<file path="src/rtl/instruction_fetch_unit_pkg.sv">
// Shared constants for the instruction fetch unit.
// Holds XLEN, the NOP encoding, PC step and the default program image.
package instruction_fetch_unit_pkg;

  localparam int XLEN = 32;

  localparam logic [XLEN-1:0] INSTR_NOP = 32'h0000_0013;
  localparam logic [XLEN-1:0] PC_INC    = 32'd4;

  localparam logic [XLEN-1:0] PROG_W0 = 32'h0050_0093;
  localparam logic [XLEN-1:0] PROG_W1 = 32'h00A0_0113;
  localparam logic [XLEN-1:0] PROG_W2 = 32'h0020_81B3;
  localparam logic [XLEN-1:0] PROG_W3 = 32'h4020_8233;
  localparam logic [XLEN-1:0] PROG_W4 = 32'h0000_0013;

  function automatic logic [XLEN-1:0] prog_word(input int idx);
    logic [XLEN-1:0] w;
    case (idx)
      0:       w = PROG_W0;
      1:       w = PROG_W1;
      2:       w = PROG_W2;
      3:       w = PROG_W3;
      4:       w = PROG_W4;
      default: w = INSTR_NOP;
    endcase
    return w;
  endfunction

  // Little-endian byte view of the program image
  function automatic logic [7:0] prog_byte(input int a);
    logic [XLEN-1:0] w;
    w = prog_word(a / 4);
    return w[8*(a%4) +: 8];
  endfunction

endpackage

</file>
<file path="src/rtl/instruction_fetch_unit_instr_mem.sv">
// Read-only byte-organised instruction store.
// Combinational little-endian 32-bit read at a byte address.
module instr_mem
  import instruction_fetch_unit_pkg::*;
#(
  parameter int WORDS = 64,
  parameter int AW    = $clog2(WORDS*4)
) (
  input  logic [AW-1:0]   addr,
  output logic [XLEN-1:0] rdata
);

  localparam int BYTES = WORDS * 4;

  logic [7:0] mem [BYTES];

  for (genvar g = 0; g < BYTES; g++) begin : g_rom
    assign mem[g] = prog_byte(g);
  end

  always_comb begin
    rdata = {mem[addr + AW'(3)],
             mem[addr + AW'(2)],
             mem[addr + AW'(1)],
             mem[addr]};
  end

endmodule

</file>
<file path="src/rtl/instruction_fetch_unit.sv">
// Free-running instruction fetch: PC register, +4 step, wrap.
// Instruction word is read combinationally from instr_mem.
module instruction_fetch_unit
  import instruction_fetch_unit_pkg::*;
#(
  parameter int              IMEM_WORDS = 64,
  parameter logic [XLEN-1:0] RESET_PC   = 32'h0000_0000
) (
  input  logic            CLOCK,
  input  logic            RESET,
  output logic [XLEN-1:0] OUTPUT
);

  localparam int AW = $clog2(IMEM_WORDS*4);
  localparam logic [XLEN-1:0] WRAP_AT = XLEN'(IMEM_WORDS*4);

  logic [XLEN-1:0] pc_q;
  logic [XLEN-1:0] pc_d;
  logic [XLEN-1:0] pc_inc;

  always_comb begin
    pc_inc = pc_q + PC_INC;
    pc_d   = pc_inc;
    if (pc_inc == WRAP_AT) pc_d = '0;
  end

  always_ff @(posedge CLOCK or negedge RESET) begin
    if (!RESET) pc_q <= RESET_PC;
    else        pc_q <= pc_d;
  end

  instr_mem #(
    .WORDS (IMEM_WORDS)
  ) u_instr_mem (
    .addr  (pc_q[AW-1:0]),
    .rdata (OUTPUT)
  );

endmodule

</file>
<file path="config.mk">
export PLATFORM = sky130hd
export DESIGN_NAME = instruction_fetch_unit
export DESIGN_NICKNAME = d
export VERILOG_FILES = /design/src/rtl/instruction_fetch_unit_pkg.sv /design/src/rtl/instruction_fetch_unit_instr_mem.sv /design/src/rtl/instruction_fetch_unit.sv
export SDC_FILE = /design/constraint.sdc
export NUM_CORES = 1
export LEC_CHECK = 0
export BUFFER_PORTS_ARGS = -buffer_cell sky130_fd_sc_hd__buf_4
export CORE_MARGIN = 8
export CORE_UTILIZATION = 45
export DETAILED_ROUTE_END_ITERATION = 16
export GPL_ROUTABILITY_DRIVEN = 1
export PLACE_DENSITY = 0.65
export SYNTH_ARGS = -nofsm -noshare
export SYNTH_HDL_FRONTEND = slang
export SYNTH_SLANG_ARGS = --single-unit
</file>
<file path="constraint.sdc">
create_clock -name CLOCK -period 2.3 [get_ports CLOCK]
set_clock_uncertainty 0.1 [all_clocks]
set_input_delay 0.23 -clock CLOCK [delete_from_list [all_inputs] [get_ports CLOCK]]
set_output_delay 0.23 -clock CLOCK [all_outputs]
set_load 0.02 [all_outputs]
</file>
======== Yosys cells after proc, flatten, opt, wreduce, memory -nomap -nowiden ========
Memory sizes are Yosys's and may differ from the RTL's.
Index checks and enable logic that the tools add are counted.
storage, ports and cells
  memory bits (read-only) ................. 8192
  logic and storage cells ................. 27
  register bits ........................... 32
  memories ................................ 4
memory list
  memory            words  bits a word  read ports  clocked after memory_dff  write ports  RTL line                                source
  (name not given)  256    8            1           0                         0            instruction_fetch_unit_instr_mem.sv:22  rdata = {mem[addr + AW'(3)],
  (name not given)  256    8            1           0                         0            instruction_fetch_unit_instr_mem.sv:23  mem[addr + AW'(2)],
  (name not given)  256    8            1           0                         0            instruction_fetch_unit_instr_mem.sv:24  mem[addr + AW'(1)],
  (name not given)  256    8            1           0                         0            instruction_fetch_unit_instr_mem.sv:25  mem[addr]};
operators by class
  $add $sub $neg .......................... 4
  bitwise gates (word level) .............. 4
  $lt $le $gt $ge ......................... 4
  equal/unequal tests ..................... 1
  multiplexer cells ....................... 9
operators with widths
  operator                 number
  $mux W8                  8
  $ge A9 B9 Y1 const B     4
  $not A8 Y9               4
  $add A32 B3 Y32 const B  1
  $eq A32 B9 Y1 const B    1
  $mux W32                 1
  $add A8 B2 Y8 const B    2
  $add A8 B1 Y8 const B    1

======== Logic depth before layout (Yosys ltp) ========
  depth in word-level cells ............... 5
  gate-level depth with buffers ........... 8
  gate-level depth less buffers ........... 7

======== Hierarchy ========
Synthesis repeated with hierarchy kept, for this count alone.
second synthesis, totals
  cell total of the unflattened synthesis .. 347
  area total of the unflattened synthesis .. 2942.8 sq um
modules (own cells, without submodules)
  module                  times used  area each (sq um)  seq. area each (sq um)  cells each
  instruction_fetch_unit  1           1908.1             750.7                   201
  instr_mem               1           1034.7             0.0                     146

======== Worst setup path before layout ========
Ideal clock, no wire load.
  path kind ............................... register to register
  start ................................... register pc_q[3]
  end ..................................... register pc_q[2]
  cell stages (with the launch flop) ...... 8
  buffers on the path ..................... 0
  period minus slack after synthesis ...... 2.409 ns
  arrival time ............................ 2.171 ns
  slack ................................... -0.109 ns
  setup time .............................. 0.138 ns
  path through ............................ dfrtp_1 > ha_1 > nand3_2 > or3_4 > nor4_4 > nand3_2 > a2111oi_4 > a31oi_1
between the ends
  cells in the longest elaborated chain, start to end .. 3
ends and longest elaborated chain
  item                    RTL line                      source
  start, declared         instruction_fetch_unit.sv:17  logic [XLEN-1:0] pc_q;
  start signal, assigned  instruction_fetch_unit.sv:29  else pc_q <= pc_d;
  $add A32 B3 Y32         instruction_fetch_unit.sv:22  pc_inc = pc_q + PC_INC;
  $eq A32 B9 Y1           instruction_fetch_unit.sv:24  if (pc_inc == WRAP_AT) pc_d = '0;
  $mux W32                instruction_fetch_unit.sv:24
  net pc_d[2]             instruction_fetch_unit.sv:18  logic [XLEN-1:0] pc_d;
The timed path passes the listed nets, and every way through them passes these cells.

======== Worst setup path in the final report ========
  start ................................... register pc_q[2]
  end ..................................... register pc_q[8]
between the ends
  cells in the longest elaborated chain, start to end .. 3
ends and longest elaborated chain
  item                 RTL line
  $add A32 B3 Y32 (*)  instruction_fetch_unit.sv:22
  $eq A32 B9 Y1        instruction_fetch_unit.sv:24
  $mux W32 (*)         instruction_fetch_unit.sv:24
  net pc_d[8]          instruction_fetch_unit.sv:18
The timed path passes the listed nets; every way through them passes the cells marked *.

==> results_dict.tcl <==
set metrics [dict create \
    power_uw 964.0 \
    via_per_inst 5.080 \
    synth_warnings 0 \
    fin_crit_sh_pct 96.47 \
    final_util_pct 53.99 \
    crit_cells 7 \
    cp_max_fo 5 \
    clockRootBuffer "clkbuf_8" \
    synth-main-ff-cell "dfrtp_1" \
    crit_path_end_kind "flip-flop" \
    drive_gt1_share_pct 29.41 \
    regMostFlops "pc_q" \
    clock_latency_ps 290 \
    fin_crit_ps 2219 \
    crit_top_cell "nand3_2" \
    syn_to_final_growth_pct 16.51 \
    cts_tree "done" \
    start_util_pct 46.34 \
    ctsHtreeMaxLevel 2 \
    dp_hpwl_um 3379 \
    drv_slew 0 \
    setup.worst_path.start_class "flip-flop" \
    dieWidth_um 85.28 \
    reg2regPathDepth 7 \
    cpPeakStageDelay_ps 420 \
    leakagePower_uw 0.001156 \
    crit_chain "ha_4 > nand3_2 > or3_4 > nor4_4 > nand3_2 > a2111oi_4 > a31oi_1" \
    ir_worst_vdd_uv 252.7 \
    slowest_stage "dfrtp_2" \
    drc 0 \
    power_density_nw_per_um2 383.1 \
    cts_inserted_buffers 5 \
    largest_reg_flops 30 \
    drt-pass1-iter-count 4 \
    clk_pin_slew_ps 60 \
    cp.required_ps 2350 \
    post-place-ws_ps 35.36 \
    grt_pass1_wl_um 7569 \
    setup_violations 0 \
    hp-class "input port to asynchronous set/reset pin" \
    final_hold_viol_count 0 \
    place_congestion 0.8555 \
    ant_nets 0 \
    synth-edff-count 0 \
    final_cell_mix "buf_4, dfrtp_1, xnor2_1, conb_1, nor2_1" \
    grt_pass1_vias 1664 \
    arrival_ps 2270 \
    die_h_um 85.28 \
    cap_violations 0 \
    yosysTopAreaCell "dfrtp_1" \
    diodes 0 \
    core_area_um2 4661 \
    fin_nets 278 \
    port_buffers 11 \
    grt_max_degree 31 \
    routed_wl_um 4522 \
    avgSynthCellArea_um2 9.269 \
    syn_inst 233 \
    critical_path_class "flip-flop to flip-flop" \
    drtIter0Drc 75 \
    antenna_found_initial 0 \
    fp-row-count 25 \
    final_common_cell "buf_4" \
    ios 34 \
    ys_seq_area_share_pct 34.76 \
    overflow 0 \
    fin_setup_tns_ps 0 \
    grt_use_total_pct 13.00 \
    max_freq_ghz 0.4507 \
    syn_area_um2 2160 \
    wire_per_inst_um 13.87 \
    yosys-top-cells-area "dfrtp_1, xnor2_1, buf_4, xor2_1, buf_6" \
    clk_path_buf_depth 2 \
    die_area_um2 7272 \
    num_vias 1656 \
    status "finished clean" \
    cp_num_buf_inv 0 \
    synthArstFlopShare_pct 100.0 \
    ys_ff_latch 30 \
    cts_sinks 30 \
    hold_slack_ps 307.6 \
    ys_types 45 \
    synth_top_area_share_pct 34.76 \
    cp_top_family "simple AND/OR/NAND/NOR gates" \
    setup_slack_ps 81.20 \
    top_regs "pc_q: 30 flops" \
]
==> layer usage <==
metal  vias up  track usage [%]  part of all wire [%]
li1        831                -                     -
met1       769            15.27                    44
met2        50            20.45                    48
met3         6            5.502                   7.0
met4         0            5.096                   1.1
met5         -                0                     0
==> synthesized netlist by cell type (2+ instances only) <==
| library cell | count |
|---|---|
| or3_2 | 2 |
| nand4_1 | 8 |
| or3_1 | 3 |
| nor3_1 | 13 |
| and2_1 | 2 |
| or4_1 | 2 |
| o21ai_0 | 3 |
| inv_1 | 9 |
| buf_6 | 7 |
| o211ai_1 | 2 |
| nor2_1 | 21 |
| xnor2_1 | 22 |
| xor2_1 | 11 |
| and3_1 | 3 |
| conb_1 | 2 |
| ha_1 | 4 |
| nand3_1 | 12 |
| nor4_1 | 2 |
| a31oi_1 | 7 |
| dfrtp_1 | 30 |
| nand2_1 | 15 |
| clkbuf_1 | 5 |
| nand3_2 | 3 |
| buf_4 | 24 |
==> logic make-up after synthesis <==
group | count (synthesis) | share of synthesized area, %
AO/OA/AOI/OAI | 18 | 6.720
XOR/XNOR | 33 | 13.38
adder cells (fa/ha/maj) | 4 | 2.318
buffers and inverters | 46 | 14.60
flip-flops | 30 | 34.76
multiplexers | 2 | 1.101
other | 2 | 0.3478
AND/OR/NAND/NOR | 98 | 26.77
==> where the power goes <==
part	total (µW)	internal, µW	switching [µW]
clock network	391	207	183
logic	45.0	2.25	42.7
registers	528	528	0
total	964	738	226
==> cell type report <==
cell class / instances / area (µm²)
Tap cell: 54 / 67.56
Fill cell: 432 / 2145
Sequential cell: 30 / 757.0
Multi-Input combinational cell: 177 / 1210
Clock buffer: 7 / 76.32
Timing Repair Buffer: 49 / 371.6
Inverter: 9 / 33.78
==> through the flow <==
step,std cells,area (µm²)
2_1_floorplan,253,2250
3_3_place_gp,313,2359
3_5_place_dp,313,2359
4_1_cts,321,2447
5_1_grt,326,2516
6_report,326,2516
==> final timing paths <==
| check | end | from | slack (ps) |
|---|---|---|---|
| setup / recovery | pc_q[8]$_DFF_PN0_ | pc_q[2]$_DFF_PN0_ | 80 |
| hold / removal | pc_q[18]$_DFF_PN0_ | RESET | 310 |
| setup reg to reg | pc_q[8]$_DFF_PN0_ | pc_q[2]$_DFF_PN0_ | 80 |
| hold reg to reg | pc_q[2]$_DFF_PN0_ | pc_q[2]$_DFF_PN0_ | 410 |
| max in group asynchronous | pc_q[5]$_DFF_PN0_ | RESET | 1490 |
| min in group CLOCK | pc_q[2]$_DFF_PN0_ | pc_q[2]$_DFF_PN0_ | 410 |
==> repair_timing <==
item	in CTS	in global routing
hold buffers	1	0
pin swaps	1	6
setup buffers	0	5
endpoints found under the setup margin	6	3
gates resized for setup	1	11
hold endpoints to repair	30	0
Note: power is estimated with default switching activity, not from simulation.
